### src/rtl/e1_capture_packer.sv
// e1_capture_packer: raw E1 line capture engine.
// Samples the tip/ring comparators of NCH lines through 2-flop synchronisers.
// Each sample tick forms a sample-set: line k puts tip at bit 2k and ring at bit 2k+1.
// Sample-sets are packed into bytes, oldest in the LSBs, and queued in a DEPTH-byte FIFO.
// With default parameters the stream is the E1 replay format: one byte per sample.
//
// Ports:
//   clk_16m    capture clock
//   rst        synchronous active-high reset
//   in_tip     raw tip comparator per line, asynchronous
//   in_ring    raw ring comparator per line, asynchronous
//   arm        start-capture pulse
//   trig_mode  0: start immediately, 1: start on first line activity
//   stop       end-capture pulse; wins over a simultaneous arm
//   out_data   packed sample byte
//   out_valid  out_data valid
//   out_ready  consumer accepts out_data
//   overflow   sticky: a byte was dropped on a full FIFO
//   running    capture in progress (ARMED, RUN or FLUSH)
//   sample_cnt sample-sets captured since the last arm, saturating
module e1_capture_packer #(
   parameter int unsigned NCH   = 1,
   parameter int unsigned PACK  = 0,
   parameter int unsigned DIV   = 1,
   parameter int unsigned DEPTH = 16
) (
   input  logic           clk_16m,
   input  logic           rst,
   input  logic [NCH-1:0] in_tip,
   input  logic [NCH-1:0] in_ring,
   input  logic           arm,
   input  logic           trig_mode,
   input  logic           stop,
   output logic [7:0]     out_data,
   output logic           out_valid,
   input  logic           out_ready,
   output logic           overflow,
   output logic           running,
   output logic [31:0]    sample_cnt
);

   localparam int unsigned W   = 2 * NCH;
   localparam int unsigned SPB = (PACK != 0) ? 8 / W : 1;
   localparam int unsigned AW  = $clog2(DEPTH);

   typedef enum logic [1:0] {StIdle, StArmed, StRun, StFlush} state_e;

   state_e state_q, state_d;

   logic [NCH-1:0] tip_meta_q, tip_sync_q, ring_meta_q, ring_sync_q;
   logic [7:0]     set_byte, pack_new, pack_q, push_data_q;
   logic [2:0]     nsets_q;
   logic [7:0]     div_cnt_q;
   logic [31:0]    sample_cnt_q;
   logic           push_valid_q, overflow_q;
   logic           line_active, arm_go, tick, byte_done;

   logic [7:0]     mem_q [DEPTH];
   logic [AW-1:0]  wptr_q, rptr_q;
   logic [AW:0]    mem_cnt_q;
   logic [7:0]     out_data_q;
   logic           out_valid_q;
   logic           pop, push_ok, load, drop;
   logic [31:0]    occ;

   // Synchronisers
   always_ff @(posedge clk_16m) begin
      if (rst) begin
         tip_meta_q  <= '0;
         tip_sync_q  <= '0;
         ring_meta_q <= '0;
         ring_sync_q <= '0;
      end else begin
         tip_meta_q  <= in_tip;
         tip_sync_q  <= tip_meta_q;
         ring_meta_q <= in_ring;
         ring_sync_q <= ring_meta_q;
      end
   end

   always_comb begin
      set_byte = '0;
      for (int k = 0; k < NCH; k++) begin
         set_byte[2*k]   = tip_sync_q[k];
         set_byte[2*k+1] = ring_sync_q[k];
      end
   end

   assign line_active = |{tip_sync_q, ring_sync_q};
   assign pack_new    = pack_q | (set_byte << (W * 32'(nsets_q)));
   assign byte_done   = (32'(nsets_q) + 32'd1) == SPB;

   // Control FSM
   always_ff @(posedge clk_16m) begin
      if (rst) state_q <= StIdle;
      else     state_q <= state_d;
   end

   always_comb begin
      state_d = state_q;
      arm_go  = 1'b0;
      tick    = 1'b0;
      case (state_q)
         StIdle: begin
            if (arm && !stop) begin
               arm_go  = 1'b1;
               state_d = trig_mode ? StArmed : StRun;
            end
         end
         StArmed: begin
            if (stop) begin
               state_d = StFlush;
            end else if (line_active) begin
               // The triggering sample itself is sample-set 0.
               tick    = 1'b1;
               state_d = StRun;
            end
         end
         StRun: begin
            if (stop)                     state_d = StFlush;
            else if (div_cnt_q == 8'd0)   tick    = 1'b1;
         end
         StFlush: state_d = StIdle;
         default: state_d = StIdle;
      endcase
   end

   // Divider, packer and push stage
   always_ff @(posedge clk_16m) begin
      if (rst) begin
         pack_q       <= '0;
         nsets_q      <= '0;
         div_cnt_q    <= '0;
         sample_cnt_q <= '0;
         push_valid_q <= 1'b0;
         push_data_q  <= '0;
      end else begin
         push_valid_q <= 1'b0;
         if (arm_go) begin
            pack_q       <= '0;
            nsets_q      <= '0;
            div_cnt_q    <= '0;
            sample_cnt_q <= '0;
         end else if (tick) begin
            div_cnt_q <= 8'(DIV - 1);
            if (sample_cnt_q != '1) sample_cnt_q <= sample_cnt_q + 32'd1;
            if (byte_done) begin
               push_valid_q <= 1'b1;
               push_data_q  <= pack_new;
               pack_q       <= '0;
               nsets_q      <= '0;
            end else begin
               pack_q  <= pack_new;
               nsets_q <= nsets_q + 3'd1;
            end
         end else if (state_q == StRun && div_cnt_q != 8'd0) begin
            div_cnt_q <= div_cnt_q - 8'd1;
         end else if (state_q == StFlush && nsets_q != 3'd0) begin
            // Unused upper bits of pack_q are already zero.
            push_valid_q <= 1'b1;
            push_data_q  <= pack_q;
            pack_q       <= '0;
            nsets_q      <= '0;
         end
      end
   end

   // Output FIFO: memory plus a registered head; total occupancy is capped at DEPTH.
   assign pop     = out_valid_q && out_ready;
   assign occ     = 32'(mem_cnt_q) + 32'(out_valid_q);
   assign push_ok = push_valid_q && ((occ < DEPTH) || pop);
   assign load    = (!out_valid_q || pop) && (mem_cnt_q != '0);
   assign drop    = push_valid_q && !push_ok;

   always_ff @(posedge clk_16m) begin
      if (push_ok) mem_q[wptr_q] <= push_data_q;
   end

   always_ff @(posedge clk_16m) begin
      if (rst) begin
         wptr_q      <= '0;
         rptr_q      <= '0;
         mem_cnt_q   <= '0;
         out_valid_q <= 1'b0;
         out_data_q  <= '0;
      end else begin
         if (push_ok) wptr_q <= wptr_q + AW'(1);
         if (load) begin
            out_data_q  <= mem_q[rptr_q];
            out_valid_q <= 1'b1;
            rptr_q      <= rptr_q + AW'(1);
         end else if (pop) begin
            out_valid_q <= 1'b0;
         end
         if (push_ok && !load)      mem_cnt_q <= mem_cnt_q + (AW+1)'(1);
         else if (!push_ok && load) mem_cnt_q <= mem_cnt_q - (AW+1)'(1);
      end
   end

   always_ff @(posedge clk_16m) begin
      if (rst)         overflow_q <= 1'b0;
      else if (drop)   overflow_q <= 1'b1;
      else if (arm_go) overflow_q <= 1'b0;
   end

   assign out_data   = out_data_q;
   assign out_valid  = out_valid_q;
   assign overflow   = overflow_q;
   assign running    = (state_q != StIdle);
   assign sample_cnt = sample_cnt_q;

endmodule
### config.mk
export PLATFORM = sky130hd
export DESIGN_NAME = e1_capture_packer
export DESIGN_NICKNAME = d
export VERILOG_FILES = /design/src/rtl/e1_capture_packer.sv
export SDC_FILE = /design/constraint.sdc
export NUM_CORES = 1
export LEC_CHECK = 0
export ABC_AREA = 0
export CORE_MARGIN = 2
export CORE_UTILIZATION = 40
export CTS_CLUSTER_DIAMETER = 200
export DETAILED_ROUTE_END_ITERATION = 10
export PLACE_DENSITY_LB_ADDON = 0.15
export SLEW_MARGIN = 20
export SYNTH_ARGS = -nofsm -noshare
export SYNTH_HDL_FRONTEND = slang
export SYNTH_SLANG_ARGS = --single-unit
### constraint.sdc
create_clock -name clk_16m -period 3.7 [get_ports clk_16m]
set_input_delay 0.37 -clock clk_16m [delete_from_list [all_inputs] [get_ports clk_16m]]
set_output_delay 0.37 -clock clk_16m [all_outputs]
set_load 0.02 [all_outputs]
==> results of run 1 <==
-- worst max-delay path, delay by kind of cell (launching register included) --
family / cells / cell delay, ns
and+or+nand+nor: 2 / 0.48
xor gates and xnor gates: 1 / 0.09
buffers and inverters: 1 / 0.11
DFF: 1 / 0.36
adders and majority gates: 2 / 0.64
AOI/OAI and AO/OA: 5 / 1.12
-- routing by layer --
| metal | wire length, um | vias to the layer above |
|---|---|---|
| met3 | 776 | 28 |
| li1 | - | 2855 |
| met5 | 0 | - |
| met1 | 9555 | 2986 |
| met4 | 338 | 0 |
| met2 | 9859 | 114 |
-- power groups by stage --
stage	clock network [mW]	logic, mW	registers, mW
after floorplan	0	1.19	2.96
after global placement	0	1.63	2.98
after detailed placement	0	1.66	3.00
after CTS	2.22	1.67	2.95
after global routing	2.31	1.81	2.97
final	2.16	1.65	2.94
-- final cells by class --
cell class,count,area [um^2],share of cell area
clock buffers,32,650.6,0.06073
clock inverters,11,61.31,0.005723
inverters,14,52.55,0.004905
multi-input cells,440,3359,0.3136
flip-flops and latches,217,5627,0.5252
well taps,285,356.6,0.03329
repair buffers,64,605.6,0.05653
-- through the flow --
step	hold WS (ns)	instance area [um^2]	power, mW
after CTS	0.3954	10710	6.828
after global placement	0.4545	10000	4.611
after detailed placement	0.4347	10000	4.654
after floorplan	0.4138	9203	4.152
after global routing	0.4166	10710	7.098
final	0.4166	10710	6.748
-- logic make-up (layout without fill, tap and decap cells) --
family | count (synthesis) | count (layout) | share of synthesized area
multiplexers | 37 | 37 | 0.08375
buffers and inverters | 54 | 121 | 0.02366
flip-flops | 217 | 217 | 0.6113
AND/OR/NAND/NOR | 205 | 205 | 0.1233
AO/OA/AOI/OAI | 162 | 162 | 0.1156
adder cells (fa/ha/maj) | 18 | 18 | 0.02529
XOR/XNOR | 18 | 18 | 0.01713
-- worst max path at each step --
stage,startpoint,slack [ns],depth (start not counted),end
after floorplan,mem_cnt_q[0]$_SDFFE_PP0P_,0.64,11,mem_cnt_q[4]$_SDFFE_PP0P_
after global placement,out_ready,0.74,11,mem_cnt_q[4]$_SDFFE_PP0P_
after detailed placement,out_ready,0.69,11,mem_cnt_q[4]$_SDFFE_PP0P_
after CTS,mem_cnt_q[0]$_SDFFE_PP0P_,0.83,11,mem_cnt_q[4]$_SDFFE_PP0P_
after global routing,mem_cnt_q[0]$_SDFFE_PP0P_,0.56,11,mem_cnt_q[4]$_SDFFE_PP0P_
final,mem_cnt_q[0]$_SDFFE_PP0P_,0.84,11,mem_cnt_q[4]$_SDFFE_PP0P_
-- synthesized netlist by cell type, types with 3 or more instances --
cell type  number
a31oi_1        11
buf_1           7
o31ai_1        12
nand2_1        27
nor2b_1        11
xor2_1         12
nand3_1        17
a41oi_1         6
and3_1          3
buf_2           6
nand2b_1        7
o211ai_1        6
a221oi_1        8
xnor2_1         6
or4_1          16
a22oi_1        17
nor3_1         16
nand4_1        10
inv_1          14
or2_2           4
and2_1          4
clkbuf_1       25
and4_1          5
edfxtp_1      128
mux2i_1         5
or3_1          15
o21ai_0        16
ha_1           17
a211oi_1       12
mux4_2         32
nor2_1         58
dfxtp_1        89
a21oi_1        60
-- flip-flops by register name, summed over array words and instances (netlist names) --
name,cells
mem_q,128
sample_cnt,32
div_cnt_q,8
out_data,8
pack_q,8
push_data_q,8
mem_cnt_q,5
rptr_q,4
wptr_q,4
nsets_q,3
state_q,2
out_valid,1
overflow,1
push_valid_q,1
ring_meta_q,1
ring_sync_q,1
tip_meta_q,1
tip_sync_q,1
==> results.ini, run 1 <==
[die]
io_pins=51
die_area_um2=24240
die_x_um=155.7
die_h_um=155.7
rows=55
core-area_um2=22640
initial_core_util=0.4065

[synthesis]
syn_avg_cell_area_um2=12.94
yosys-top-cells-area=edfxtp_1 42%, dfxtp_1 19%, mux4_2 7.8%
synth.distinct_cells=55
seq_area_frac_synth=0.6113
synth_edf_count=128
yosysTopAreaCell=edfxtp_1
async_flop_share=0
yosysWarnings=0
syn-num-nets=737
ys.flop_type=edfxtp_1
synth_top_cell_area_share=0.4177
syn_inst=711
syn_area_um2=9203
synth_seq_cells=217

[power]
power.share.clock=0.320
internal_power_mw=4.709
p_comb_frac=0.244
power_frac_seq=0.436
p_sw_frac=0.3023
power_density_nw_per_um2=629.9
p_sw_mw=2.040
ir_drop_mv=0.3601
p_leak_nw=3.444

[route]
ant_nets=0
drtPass1Iterations=5
drc=0
vias=5983
drtIter0Drc=275
via_per_inst=5.628
routedWlPerCell_um=19.31
wirelength_um=20530

[cells_and_area]
utilization=0.4732
final_cells=1063
drive_gt1_frac=0.1208
n_antenna_cell=0
nNetsFinal=787
mostFrequentLayoutCells=128 x edfxtp_1, 88 x dfxtp_1, 60 x a21oi_1
area_growth_pct=16.41
fillers=2006
layout_commonest_cell=edfxtp_1

[worst_setup_path]
r2r-start=mem_cnt_q[0]$_SDFFE_PP0P_
endpoint_kind=register
critPathArrivalTime_ns=3.30
startpoint_type=register
timing.reg2reg.setup_slack_ns=0.84
worstPathMaxFanout=6
crit_path_top_delay_cell=fa_1
timing.rr.end=mem_cnt_q[4]$_SDFFE_PP0P_
crit_top_cell=a21oi_1
cpPeakStageDelay_ns=0.41
path_class=reg2reg
cp.required_ns=4.14
reg2reg_depth=11
crit_chain=and3_1, a31oi_1, o21a_1, ha_1, inv_1, fa_1, a21o_1, a21oi_1, xnor2_1, or3_1, a21oi_1

[global_routing]
grt_use_met3=0.02639
first_global_vias=5902
top_usage_layer=met2
grt_util_met2=0.2889
grt_pass1_wl_um=32490
grt_start_max_net_pins=41
overflow=0
met1_usage=0.2271
gr-usage-all-layers=0.1684
antenna_found_initial=0

[min_path]
min_from=in_ring
hold_path_end=ring_meta_q$_SDFF_PP0_
hp-class=in2reg
holdPathStages=2

[clock_network]
root_buffer=clkbuf_16
clk_pin_slew_worst_paths_ns=0.06
cts.path.max_buffers=3
clk_latency_ns=0.52
cts_max_level=1
cts_hold_buffers=0
cts_buffers=24
cts_tree=done
post-cts-setup-buffers=0
post_cts_resized=0
cts_num_sinks=217

[timing]
skew_ns=0.01276
worst_slew_pin_slew_ns=0.8319
period_needed_ns=2.864
setup_tns_ns=0
max_freq_mhz=349.2
timing.slew.headroom=0.4433
hold_violations=0
setup_ws_ns=0.8364
fin_crit_sh=0.7740
drv_slew=0
setup_viol=0
rsz0062_at_grt=false

[place]
pre_cts_slack_ns=0.6862
routabilityCongestion=0.7907
port_buffers=50
placedCellCount=1020
dp_hpwl_um=13280

[job]
drv_cap=0

[run_status]
status=completed

Power figures use the tool's default switching activity.
==> inputs of run 2 (changes only) <==
clock period = 2.8 ns   (was 3.7 ns; I/O delays follow)
==> results.ini, run 2 (same netlist as run 1, synthesis figures left out) <==
[run_status]
status=completed

[route]
vias=6019  ; +0.60%
drc=0  ; unchanged
drtPass1Iterations=4  ; -1
ant_nets=0  ; unchanged
via_per_inst=5.532  ; -1.7%
drtIter0Drc=393  ; +43%
routedWlPerCell_um=18.67  ; -3.3%
wirelength_um=20310  ; -1.1%

[clock_network]
cts_hold_buffers=0  ; unchanged
cts_num_sinks=217  ; unchanged
root_buffer=clkbuf_16
cts_tree=done
clk_latency_ns=0.52  ; about the same
cts.path.max_buffers=3  ; unchanged
cts_buffers=25  ; +4.2%
cts_max_level=1  ; unchanged
clk_pin_slew_worst_paths_ns=0.06  ; about the same

[worst_setup_path]
critPathArrivalTime_ns=3.11  ; -0.19 ns
worstPathMaxFanout=5  ; -1
path_class=reg2reg
reg2reg_depth=10  ; -1
crit_path_top_delay_cell=or4_4
crit_chain=or4_4, o21ai_2, ha_2, inv_2, fa_2, a21o_1, a21oi_2, xnor2_1, or3_1, a21oi_1
cp.required_ns=3.25  ; -0.89 ns
cpPeakStageDelay_ns=0.54  ; +0.13 ns
endpoint_kind=register
startpoint_type=register

[cells_and_area]
area_growth_pct=19.54
layout_commonest_cell=edfxtp_1
final_cells=1088  ; +2.4%
nNetsFinal=810  ; +2.9%
largest_reg_flops=128  ; unchanged
top_register=mem_q
drive_gt1_frac=0.1557  ; +0.03484
n_antenna_cell=0  ; unchanged
mostFrequentLayoutCells=128 x edfxtp_1, 88 x dfxtp_1, 59 x a21oi_1
design_area_um2=11000  ; +2.7%

[global_routing]
antenna_found_initial=0  ; unchanged
gr-usage-all-layers=0.1707  ; +0.002327
grt_start_max_net_pins=39  ; -4.9%
grt_use_met3=0.02889  ; +0.002500
met1_usage=0.2209  ; -0.006197
grt_util_met2=0.3024  ; +0.01349
overflow=0  ; unchanged
first_global_vias=6211  ; +5.2%
grt_pass1_wl_um=33080  ; +1.8%
top_usage_layer=met2

[timing]
whs_ns=0.3469  ; -0.06973 ns
hold_violations=0  ; unchanged
timing.slew.headroom=0.4327  ; -0.01066
period_needed_ns=2.664  ; -0.1992 ns
max_freq_mhz=375.3  ; +7.5%
fin_crit_sh=0.9516  ; +0.1776
skew_ns=0.02833  ; +0.01557 ns
drv_slew=0  ; unchanged
setup_viol=0  ; unchanged
worst_slew_pin_slew_ns=0.8473  ; +0.01533 ns

[place]
port_buffers=50  ; unchanged
placedCellCount=1041  ; +2.1%
dp_hpwl_um=13480  ; +1.5%
routabilityCongestion=0.8311  ; +5.1%
place_area_um2=10170  ; +1.7%

[power]
p_leak_nw=3.598  ; +4.5%
ir_drop_mv=0.5320  ; +48%
power_density_nw_per_um2=844.1  ; +34%
power_mw=9.285  ; +38%

[die]
rows=55  ; unchanged
core-area_um2=22640  ; unchanged
die_h_um=155.7  ; unchanged
die_area_um2=24240  ; unchanged
initial_core_util=0.4065  ; unchanged
io_pins=51  ; unchanged
die_x_um=155.7  ; unchanged

[job]
drv_cap=0  ; unchanged

[min_path]
hp-class=in2reg
holdPathStages=2  ; unchanged

[run 2: metal layers]
layer  routed length, um  vias to the layer above
met5                   0                        -
met4                 390                        0
met3                 696                       29
met2               10070                      101
met1                9154                     2979
li1                    -                     2910
[run 2: worst max-delay path: cells and delay by family (launching register included)]
kind	cells	cell delay, ns
xor+xnor	1	0.08
compound gates	4	0.67
buf+inv	1	0.08
fa+ha+maj	2	0.57
flops	1	0.36
simple gates	2	0.84
[run 2: final cells by class]
type,count,area [um^2]
Tap cell,285,356.6
Sequential cell,217,5627
Clock buffer,39,728.2
Multi-Input combinational cell,440,3388
Fill cell,1971,11640
Inverter,14,52.55
Clock inverter,7,65.06
Timing Repair Buffer,86,783.3
[run 2: where the power goes]
part	leakage (nW)	switching, mW	internal, mW
sequential	1.90	0.235	3.63
combinational	1.31	1.28	1.04
clock	0.389	1.23	1.87
[run 2: worst paths after layout]
check | start | endpoint | slack, ns
worst max-delay path | mem_cnt_q[1]$_SDFFE_PP0P_ | mem_cnt_q[4]$_SDFFE_PP0P_ | 0.14
worst min-delay path | in_tip | tip_meta_q$_SDFF_PP0_ | 0.35
worst max register to register | mem_cnt_q[1]$_SDFFE_PP0P_ | mem_cnt_q[4]$_SDFFE_PP0P_ | 0.14
worst min register to register | tip_meta_q$_SDFF_PP0_ | tip_sync_q$_SDFF_PP0_ | 0.44
[run 2: stage by stage]
stage | util | setup WS, ns | TNS, ns
2_1_floorplan | - | 0.01342 | 0
3_3_place_gp | 0.4494 | 0.1126 | 0
3_5_place_dp | 0.4494 | -0.008668 | -0.008668
4_1_cts | 0.4846 | 0.01294 | 0
5_1_grt | 0.4859 | -0.001886 | -0.001886
6_report | 0.4859 | 0.1356 | 0
[run 2: timing repair]
| action | in CTS | in global routing |
|---|---|---|
| resized for setup | 1 | 5 |
| buffers inserted | 0 | 1 |
| setup endpoints to repair | 1 | 1 |
| hold endpoints to repair | 0 | 0 |
| pin swaps | 0 | 1 |
